$ cat config.mk
export PLATFORM = sky130hd
export DESIGN_NAME = axil_cfg_arbiter
export DESIGN_NICKNAME = d
export VERILOG_FILES = /design/src/rtl/axil_arb_pkg.sv /design/src/rtl/axil_rr_pick.sv /design/src/rtl/axil_cfg_arbiter.sv
export SDC_FILE = /design/constraint.sdc
export NUM_CORES = 1
export LEC_CHECK = 0
export CORE_AREA = 8 8 122 124
export CTS_CLUSTER_SIZE = 16
export DETAILED_ROUTE_END_ITERATION = 12
export DIE_AREA = 0 0 130 132
export PLACE_DENSITY = 0.75
export SETUP_SLACK_MARGIN = 0.05
export SLEW_MARGIN = 20
export SYNTH_ARGS = -nofsm -noshare
export SYNTH_HDL_FRONTEND = slang
export SYNTH_SLANG_ARGS = --single-unit
$ cat constraint.sdc
create_clock -name s_axi_aclk -period 4.9 [get_ports s_axi_aclk]
set_input_delay 0.98 -clock s_axi_aclk [delete_from_list [all_inputs] [get_ports s_axi_aclk]]
set_output_delay 0.98 -clock s_axi_aclk [all_outputs]
set_load 0.01 [all_outputs]
$ cat src/rtl/axil_arb_pkg.sv
// rtl/axil_arb_pkg.sv - shared state encodings for the cfg-port arbiter
package axil_arb_pkg;
  localparam int ARB_FSM_BIT = 2;

  typedef enum logic [ARB_FSM_BIT-1:0] {
    ARB_IDLE  = 2'b01,
    ARB_ISSUE = 2'b10
  } arb_state_t;
endpackage

$ cat src/rtl/axil_rr_pick.sv
// rtl/axil_rr_pick.sv - round-robin pick: first set request after ptr, wrapping
module axil_rr_pick #(
  parameter int NUM_REQ = 4,
  parameter int IDX_W   = $clog2(NUM_REQ)
) (
  input  logic [NUM_REQ-1:0] req,
  input  logic [IDX_W-1:0]   ptr,
  output logic [NUM_REQ-1:0] gnt,
  output logic [IDX_W-1:0]   idx
);
  logic [NUM_REQ-1:0] rot;
  logic               found;
  int                 base;
  int                 off;
  int                 sel;

  always_comb begin
    base  = (int'(ptr) + 1) % NUM_REQ;
    rot   = '0;
    found = 1'b0;
    off   = 0;
    gnt   = '0;
    // rot[0] is the requester immediately after ptr
    for (int k = 0; k < NUM_REQ; k++) begin
      rot[k] = req[IDX_W'((base + k) % NUM_REQ)];
    end
    for (int k = 0; k < NUM_REQ; k++) begin
      if (!found && rot[k]) begin
        found = 1'b1;
        off   = k;
      end
    end
    sel = (base + off) % NUM_REQ;
    if (found) gnt[IDX_W'(sel)] = 1'b1;
    idx = IDX_W'(sel);
  end
endmodule

$ cat src/rtl/axil_cfg_arbiter.sv
// rtl/axil_cfg_arbiter.sv - round-robin arbiter feeding the write master cfg port
// AXIL_ARB_PRIO0_EN: requester 0 gets absolute priority, the rest round-robin.
module axil_cfg_arbiter
  import axil_arb_pkg::*;
#(
  parameter int NUM_REQ = 4,
  parameter int ADDR_W  = 32,
  parameter int DATA_W  = 32
) (
  input  logic                        s_axi_aclk,
  input  logic                        s_axi_areset,
  input  logic [NUM_REQ-1:0]          req_wvalid,
  input  logic [NUM_REQ*ADDR_W-1:0]   req_waddr,
  input  logic [NUM_REQ*DATA_W-1:0]   req_wdata,
  output logic [NUM_REQ-1:0]          req_wready,
  output logic                        m_cfg_wvalid,
  output logic [ADDR_W-1:0]           m_cfg_waddr,
  output logic [DATA_W-1:0]           m_cfg_wdata,
  input  logic                        m_cfg_wready,
  output logic [$clog2(NUM_REQ)-1:0]  grant_id,
  output logic                        busy
);
  localparam int IDX_W = $clog2(NUM_REQ);

  arb_state_t         state;
  arb_state_t         state_nx;
  logic [IDX_W-1:0]   ptr;
  logic [NUM_REQ-1:0] pick_req;
  logic [NUM_REQ-1:0] pick_gnt;
  logic [IDX_W-1:0]   pick_idx;
  logic [NUM_REQ-1:0] win_gnt;
  logic [IDX_W-1:0]   win_idx;
  logic               prio0;
  logic               accept;

`ifdef AXIL_ARB_PRIO0_EN
  // requester 0 bypasses the rotation and never moves ptr
  assign prio0    = req_wvalid[0];
  assign pick_req = {req_wvalid[NUM_REQ-1:1], 1'b0};
`else
  assign prio0    = 1'b0;
  assign pick_req = req_wvalid;
`endif

  axil_rr_pick #(
    .NUM_REQ (NUM_REQ),
    .IDX_W   (IDX_W)
  ) u_pick (
    .req (pick_req),
    .ptr (ptr),
    .gnt (pick_gnt),
    .idx (pick_idx)
  );

  assign win_gnt = prio0 ? NUM_REQ'(1) : pick_gnt;
  assign win_idx = prio0 ? '0 : pick_idx;
  assign busy    = (state == ARB_ISSUE);

  always_ff @(posedge s_axi_aclk or posedge s_axi_areset) begin
    if (s_axi_areset) state <= ARB_IDLE;
    else              state <= state_nx;
  end

  always_comb begin
    state_nx   = state;
    req_wready = '0;
    accept     = 1'b0;
    case (state)
      ARB_IDLE: begin
        accept     = |win_gnt;
        req_wready = s_axi_areset ? '0 : win_gnt;
        if (accept) state_nx = ARB_ISSUE;
      end
      ARB_ISSUE: begin
        if (m_cfg_wready) state_nx = ARB_IDLE;
      end
      default: state_nx = ARB_IDLE;
    endcase
  end

  always_ff @(posedge s_axi_aclk or posedge s_axi_areset) begin
    if (s_axi_areset) begin
      m_cfg_wvalid <= 1'b0;
      m_cfg_waddr  <= '0;
      m_cfg_wdata  <= '0;
      grant_id     <= '0;
      ptr          <= IDX_W'(NUM_REQ - 1);
    end else if (state == ARB_IDLE && accept) begin
      m_cfg_wvalid <= 1'b1;
      m_cfg_waddr  <= req_waddr[int'(win_idx)*ADDR_W +: ADDR_W];
      m_cfg_wdata  <= req_wdata[int'(win_idx)*DATA_W +: DATA_W];
      grant_id     <= win_idx;
      if (!prio0) ptr <= win_idx;
    end else if (state == ARB_ISSUE && m_cfg_wready) begin
      m_cfg_wvalid <= 1'b0;
    end
  end
endmodule

[After elaboration in Yosys (flattened, before gate mapping)]
Cells that the tools add are included.
Word-level totals
  bits in registers: 71
  bits of input ports: 263
  logic and storage cells: 65
  output and inout bits: 72
Operators by class
  magnitude comparators: 6
  multiplexer cells: 30
  shift operators: 2
  eq/ne operators: 4
  add/sub/neg operators: 5
  reductions and logical operators: 12
Operators by type and width (number)
  $shiftx 128x8->32: 2
  $lt 2x4->1 const B: 5
  $mux 1: 17
  $mux 4: 3
  $bmux 1 s2: 4
  $mux 2: 4
  $logic_and 1x1->1: 6
  $add 2x1->2 const B: 2
  $add 2x2->2 const B: 2
  $ne 2x2->1 const B: 2
  $pmux 2 s2: 1
  $reduce_or 4->1: 1
  $logic_not 1->1: 3
  $add 2x2->2: 1
  $demux 1 s2: 1
  $eq 2x1->1 const B: 1
  $eq 2x2->1 const B: 1
  $ge 2x1->1 const B: 1
  $reduce_and 2->1: 1
  $reduce_bool 2->1: 1

[Logic depth before layout (Yosys ltp)]
  depth in word-level cells: 24
  depth in mapped cells: 12

[Hierarchy]
From an unflattened synthesis, not the netlist that was laid out.
Second synthesis, totals
  cells, all modules: 271
  area, all modules: 4455.5 um2
By module, submodules not included
  axil_cfg_arbiter: area each 4215.3 um2, times used 1, cells an instance 239
  axil_rr_pick: area each 240.2 um2, times used 1, cells an instance 32

[Worst setup path before layout]
OpenSTA, ideal clock, no wires.
  path type: input-to-output
  start: in req_wvalid[1]
  end: out req_wready[1]
  stages: 10
  data arrival time: 3070 ps
  path slack: 850 ps
  cells stage by stage: clkbuf_1 > nand2b_1 > o22ai_1 > o21ai_0 > o221ai_1 > ha_1 > clkbuf_1 > clkbuf_1 > clkbuf_1 > nor3b_1
Between the ends
  word-level cells in the longest chain between the ends: 21
Ends and longest elaborated chain
  start, declared: line axil_cfg_arbiter.sv:12  | input logic [NUM_REQ-1:0] req_wvalid,
  $bmux 1 s2: line axil_rr_pick.sv:25  | rot[k] = req[IDX_W'((base + k) % NUM_REQ)];
  $mux 1 (not written as such) (2 in a row): line axil_rr_pick.sv:25
  $mux 1: line axil_rr_pick.sv:28  | if (!found && rot[k]) begin
  $logic_not 1->1: line axil_rr_pick.sv:28
  $logic_and 1x1->1: line axil_rr_pick.sv:28
  $mux 1: line axil_rr_pick.sv:28
  $logic_not 1->1: line axil_rr_pick.sv:28
  $logic_and 1x1->1: line axil_rr_pick.sv:28
  (+5 left out)
  named net pick_idx[0]: line axil_cfg_arbiter.sv:30  | logic [IDX_W-1:0] pick_idx;
  $lt 2x4->1 (not written as such) / $ge 2x1->1 (equally long branches): line axil_rr_pick.sv:34  | if (found) gnt[IDX_W'(sel)] = 1'b1;
  $logic_and 1x1->1 (not written as such): line axil_rr_pick.sv:34
  $mux 1 (not written as such): line axil_rr_pick.sv:34
  $demux 1 s2 (*)
  $mux 4 (*): line axil_rr_pick.sv:34
  $mux 4 (*): line axil_cfg_arbiter.sv:71  | req_wready = s_axi_areset ? '0 : win_gnt;
  $mux 4 (*): line axil_cfg_arbiter.sv:68  | case (state)
  end, declared: line axil_cfg_arbiter.sv:15  | output logic [NUM_REQ-1:0] req_wready,
Mark *: on every way through the listed nets, which the timed path passes. The rest lies on a longest branch. The select of a mux whose other input is x is not followed.

[Worst setup path after layout]
  start: in req_wvalid[0]
  end: out req_wready[1]
Between the ends
  word-level cells in the longest chain between the ends: 21
Ends and longest elaborated chain
  $bmux 1 s2: line axil_rr_pick.sv:25
  $mux 1 (not written as such) (2 in a row): line axil_rr_pick.sv:25
  $mux 1: line axil_rr_pick.sv:28
  $logic_not 1->1: line axil_rr_pick.sv:28
  $logic_and 1x1->1: line axil_rr_pick.sv:28
  $mux 1: line axil_rr_pick.sv:28
  $logic_not 1->1: line axil_rr_pick.sv:28
  $logic_and 1x1->1: line axil_rr_pick.sv:28
  (+4 left out)
  $add 2x2->2: line axil_rr_pick.sv:33  | sel = (base + off) % NUM_REQ;
  $lt 2x4->1 (not written as such) / $ge 2x1->1 (equally long branches): line axil_rr_pick.sv:34
  $logic_and 1x1->1 (not written as such): line axil_rr_pick.sv:34
  $mux 1 (not written as such): line axil_rr_pick.sv:34
  $demux 1 s2
  $mux 4 (*): line axil_rr_pick.sv:34
  $mux 4 (*): line axil_cfg_arbiter.sv:71
  $mux 4 (*): line axil_cfg_arbiter.sv:68
Mark *: on every way between the ends. The rest lies on a longest branch, timed or not. The select of a mux whose other input is x is not followed.

==> key figures <==
Min path
  • Hold Path Class: reg -> reg
  • Hold Path Sink: grant_id[1]
  • WHS Path Cells: 1
  • Hold_sp: grant_id[1]

Global routing
  • Largest net degree at the start of global routing: 72
  • Vias in the first global route: 3,282
  • Initial antenna violation count: 0
  • GRT Total Usage: 12.5%
  • First-pass GRT wire length: 16.9 mm
  • GRT overflow: 0

Worst setup path
  • Largest delay share family, worst path: buffers and inverters
  • Worst setup SP type: input pin
  • R2R depth: 11
  • Critical R2R Capture: m_cfg_wdata[19]
  • Critical-path top delay cell: clkdlybuf4s50_1
  • Crit path max fanout: 5
  • WS Path Type: in -> out
  • CP required: 3.92 ns
  • Crit-path max cell delay: 0.56 ns
  • Setup crit end kind: output port
  • Crit. path cell count: 13
  • Buf/Inv on CP: 3
  • Reg2reg start: ptr[0]
  • R2r setup slk: between 1.5 and 2 ns
  • Critical Path, Cell by Cell: clkdlybuf4s50_1 -> inv_1 -> nand3_1 -> o211ai_1 -> o21ai_0 -> o221ai_1 -> ha_2 -> xnor2_1 -> xnor2_1 -> nor2b_2 -> mux2i_4 -> nor3b_2 -> clkdlybuf4s50_1
  • Worst EP arrival: 3.60 ns

Clocking
  • H-tree Lvls: 3
  • Clock buffer count from CTS: 9
  • Root Driver: clkbuf_16
  • Clock Path Buffers: 2
  • CTS tree: yes
  • Clock Sink Count: 71
  • Clk slew on worst S/H paths: approximately 0.050 ns
  • Clock Latency Late Sink: 0.32 ns
  • Post-CTS Setup Repair Bufs: 0

Synth
  • Post-synth ARST share: 100%
  • Synthesized area: 3600 µm²
  • Top cell type's share of synthesized area: 47.2%
  • Post-synthesis cell count: 262
  • Post-synth EDFFs: 0
  • Count leader, synth: dfrtp_1
  • Sequential-to-total area share from yosys stat: 49.4%
  • Commonest cells post-synth: 68 x dfrtp_1, 67 x mux2_2, 63 x mux2_1
  • Seq cells post-synth: 71
  • Post-Syn Area per Cell: 13.8 µm²
  • Leading area contributor after synthesis: dfrtp_1
  • Main flop type after synthesis: dfrtp_1
  • Netlist cell types: 33
  • Synth warn: 0
  • Area contributors post-synth: dfrtp_1 47%, mux2_2 21%, mux2_1 20%

STA
  • Final worst slack: 0.318 ns
  • Clk_skew: 0.00313 ns
  • Setup Viol. Count Final: 0
  • RSZ-0062 raised after global routing: false
  • Setup_tns: 0 ns
  • Relative slew slack: 60.5%
  • Final min period: 4.58 ns
  • Measured slew at the worst slew-check pin: 0.592 ns
  • Fin crit share: about 94%
  • Fmax: 218 MHz
  • Hold_ws: 0.480 ns
  • Final Hold Viols: 0
  • Slew Limit Fails: 0

Detailed routing
  • Vias per cell: between 4 and 5
  • Routed vias: 2,829
  • Initial DRC count: between 60 and 70
  • Wire length per cell: 16.3 µm
  • Pre-Repair DR Iteration Count: 4
  • Residual DRC count: 0
  • Final ANT Viol Nets: 0
  • Routed wire length: between 10 and 15 mm

Outcome
  • Outcome: completed

Placement
  • Final HPWL DP: 8.37 mm
  • RePlAce Congestion: 0.714
  • Placed cell count: 629
  • I/O Buffers: 204
  • Worst slack, placed: 0.113 ns
  • Placed Area: 5830 µm²

Cells and area
  • Final instance area: 6110 µm²
  • Area delta synth->final: 69.6%
  • Diode count: 0
  • Layout Nets: 728
  • Layout cells sized above 1: between 15 and 20%
  • Non-filler cells, final: 643
  • Number of fillers in the final layout: between 1k and 1.5k
  • Final core utilization: 47.1%

Floorplan
  • Core area: 13,000 µm²
  • Die ar.: 17,200 µm²
  • Die W: about 130 µm
  • Die Ht: between 100 and 150 µm
  • Io pins: 335
  • Starting Density: 27.8%
  • # rows: between 40 and 50

Power
  • Peak supply drop: 0.440 mV
  • Total power draw: just under 4 mW
  • Power per standard cell area: 638 nW/µm²
  • Leakage power: 2.44 nW

Run
  • Max Cap Viol: 0
how the worst max path moves through the flow:
stage	from	end	slack, ns
6_report	req_wvalid[0]	req_wready[1]	0.32
3_5_place_dp	req_wvalid[3]	req_wready[1]	0.11
2_1_floorplan	req_wvalid[1]	req_wready[1]	0.85
5_1_grt	req_wvalid[0]	req_wready[0]	0.1
3_3_place_gp	req_wvalid[3]	req_wready[1]	0.17
4_1_cts	req_wvalid[3]	req_wready[1]	0.09
final cells by class:
type / count / area [µm²] / share of cell area, %
flip-flops and latches: 71 / 1780 / 29.1
clock buffers: 13 / 260 / 4.26
repair buffers: 209 / 2100 / 34.3
well taps: 176 / 220 / 3.60
clock inverters: 1 / 5.00 / 0.0819
multi-input cells: 169 / 1730 / 28.4
inverters: 4 / 15.0 / 0.246
layer usage:
| layer | share of wire [%] | up-vias | track usage [%] |
|---|---|---|---|
| li1 | - | 1337 | - |
| met1 | 35 | 1383 | 12.1 |
| met2 | 55 | 100 | 22.8 |
| met3 | 9.0 | 9 | 5.26 |
| met4 | 1.1 | 0 | 4.52 |
| met5 | 0 | - | 0 |
flip-flops by register name (all words and copies together) (netlist names):
register,cells
ptr,2
grant_id,2
m_cfg_wvalid,1
m_cfg_wdata,32
state,2
m_cfg_waddr,32
report_power, final:
part	internal, mW	leakage, nW	total [mW]	switching [mW]
registers	0.907	0.830	1.06	0.149
logic	1.34	1.48	2.26	0.921
clock network	0.364	0.132	0.586	0.222
total	2.61	2.44	3.90	1.29
cells by family (layout without fill, tap and decap cells):
logic type      count (synthesis)  in the layout  synth area share, %
mux                           132            132                 41.5
flops                          71             71                 49.4
buf+inv                        23            227                 2.88
simple gates                   22             22                 3.23
compound gates                 10             10                 2.05
xor+xnor                        2              2                0.486
fa+ha+maj                       1              1                0.347
other cells                     1              2                0.104
placed cells by master, fill, tap and decap left out, drive strengths merged, types with 2 or more instances in the layout:
cell,synthesis,routed
clkdlybuf4s50,0,202
mux2,130,130
dfrtp,68,68
clkbuf,9,13
nor2,5,5
buf,10,5
nand2,4,4
inv,4,4
o21ai,3,3
dfstp,3,3
xnor2,2,2
or3,2,2
and2,2,2
nand2b,2,2
conb,1,2
dlymetal6s2s,0,2
mux2i,2,2
what timing repair did:
item | CTS | global route
hold buffers | 0 | 0
setup endpoints to repair | 0 | 2
gates resized for setup | 0 | 4
endpoints found under the hold margin | 0 | 0
Note: power is estimated with default switching activity, not from simulation.
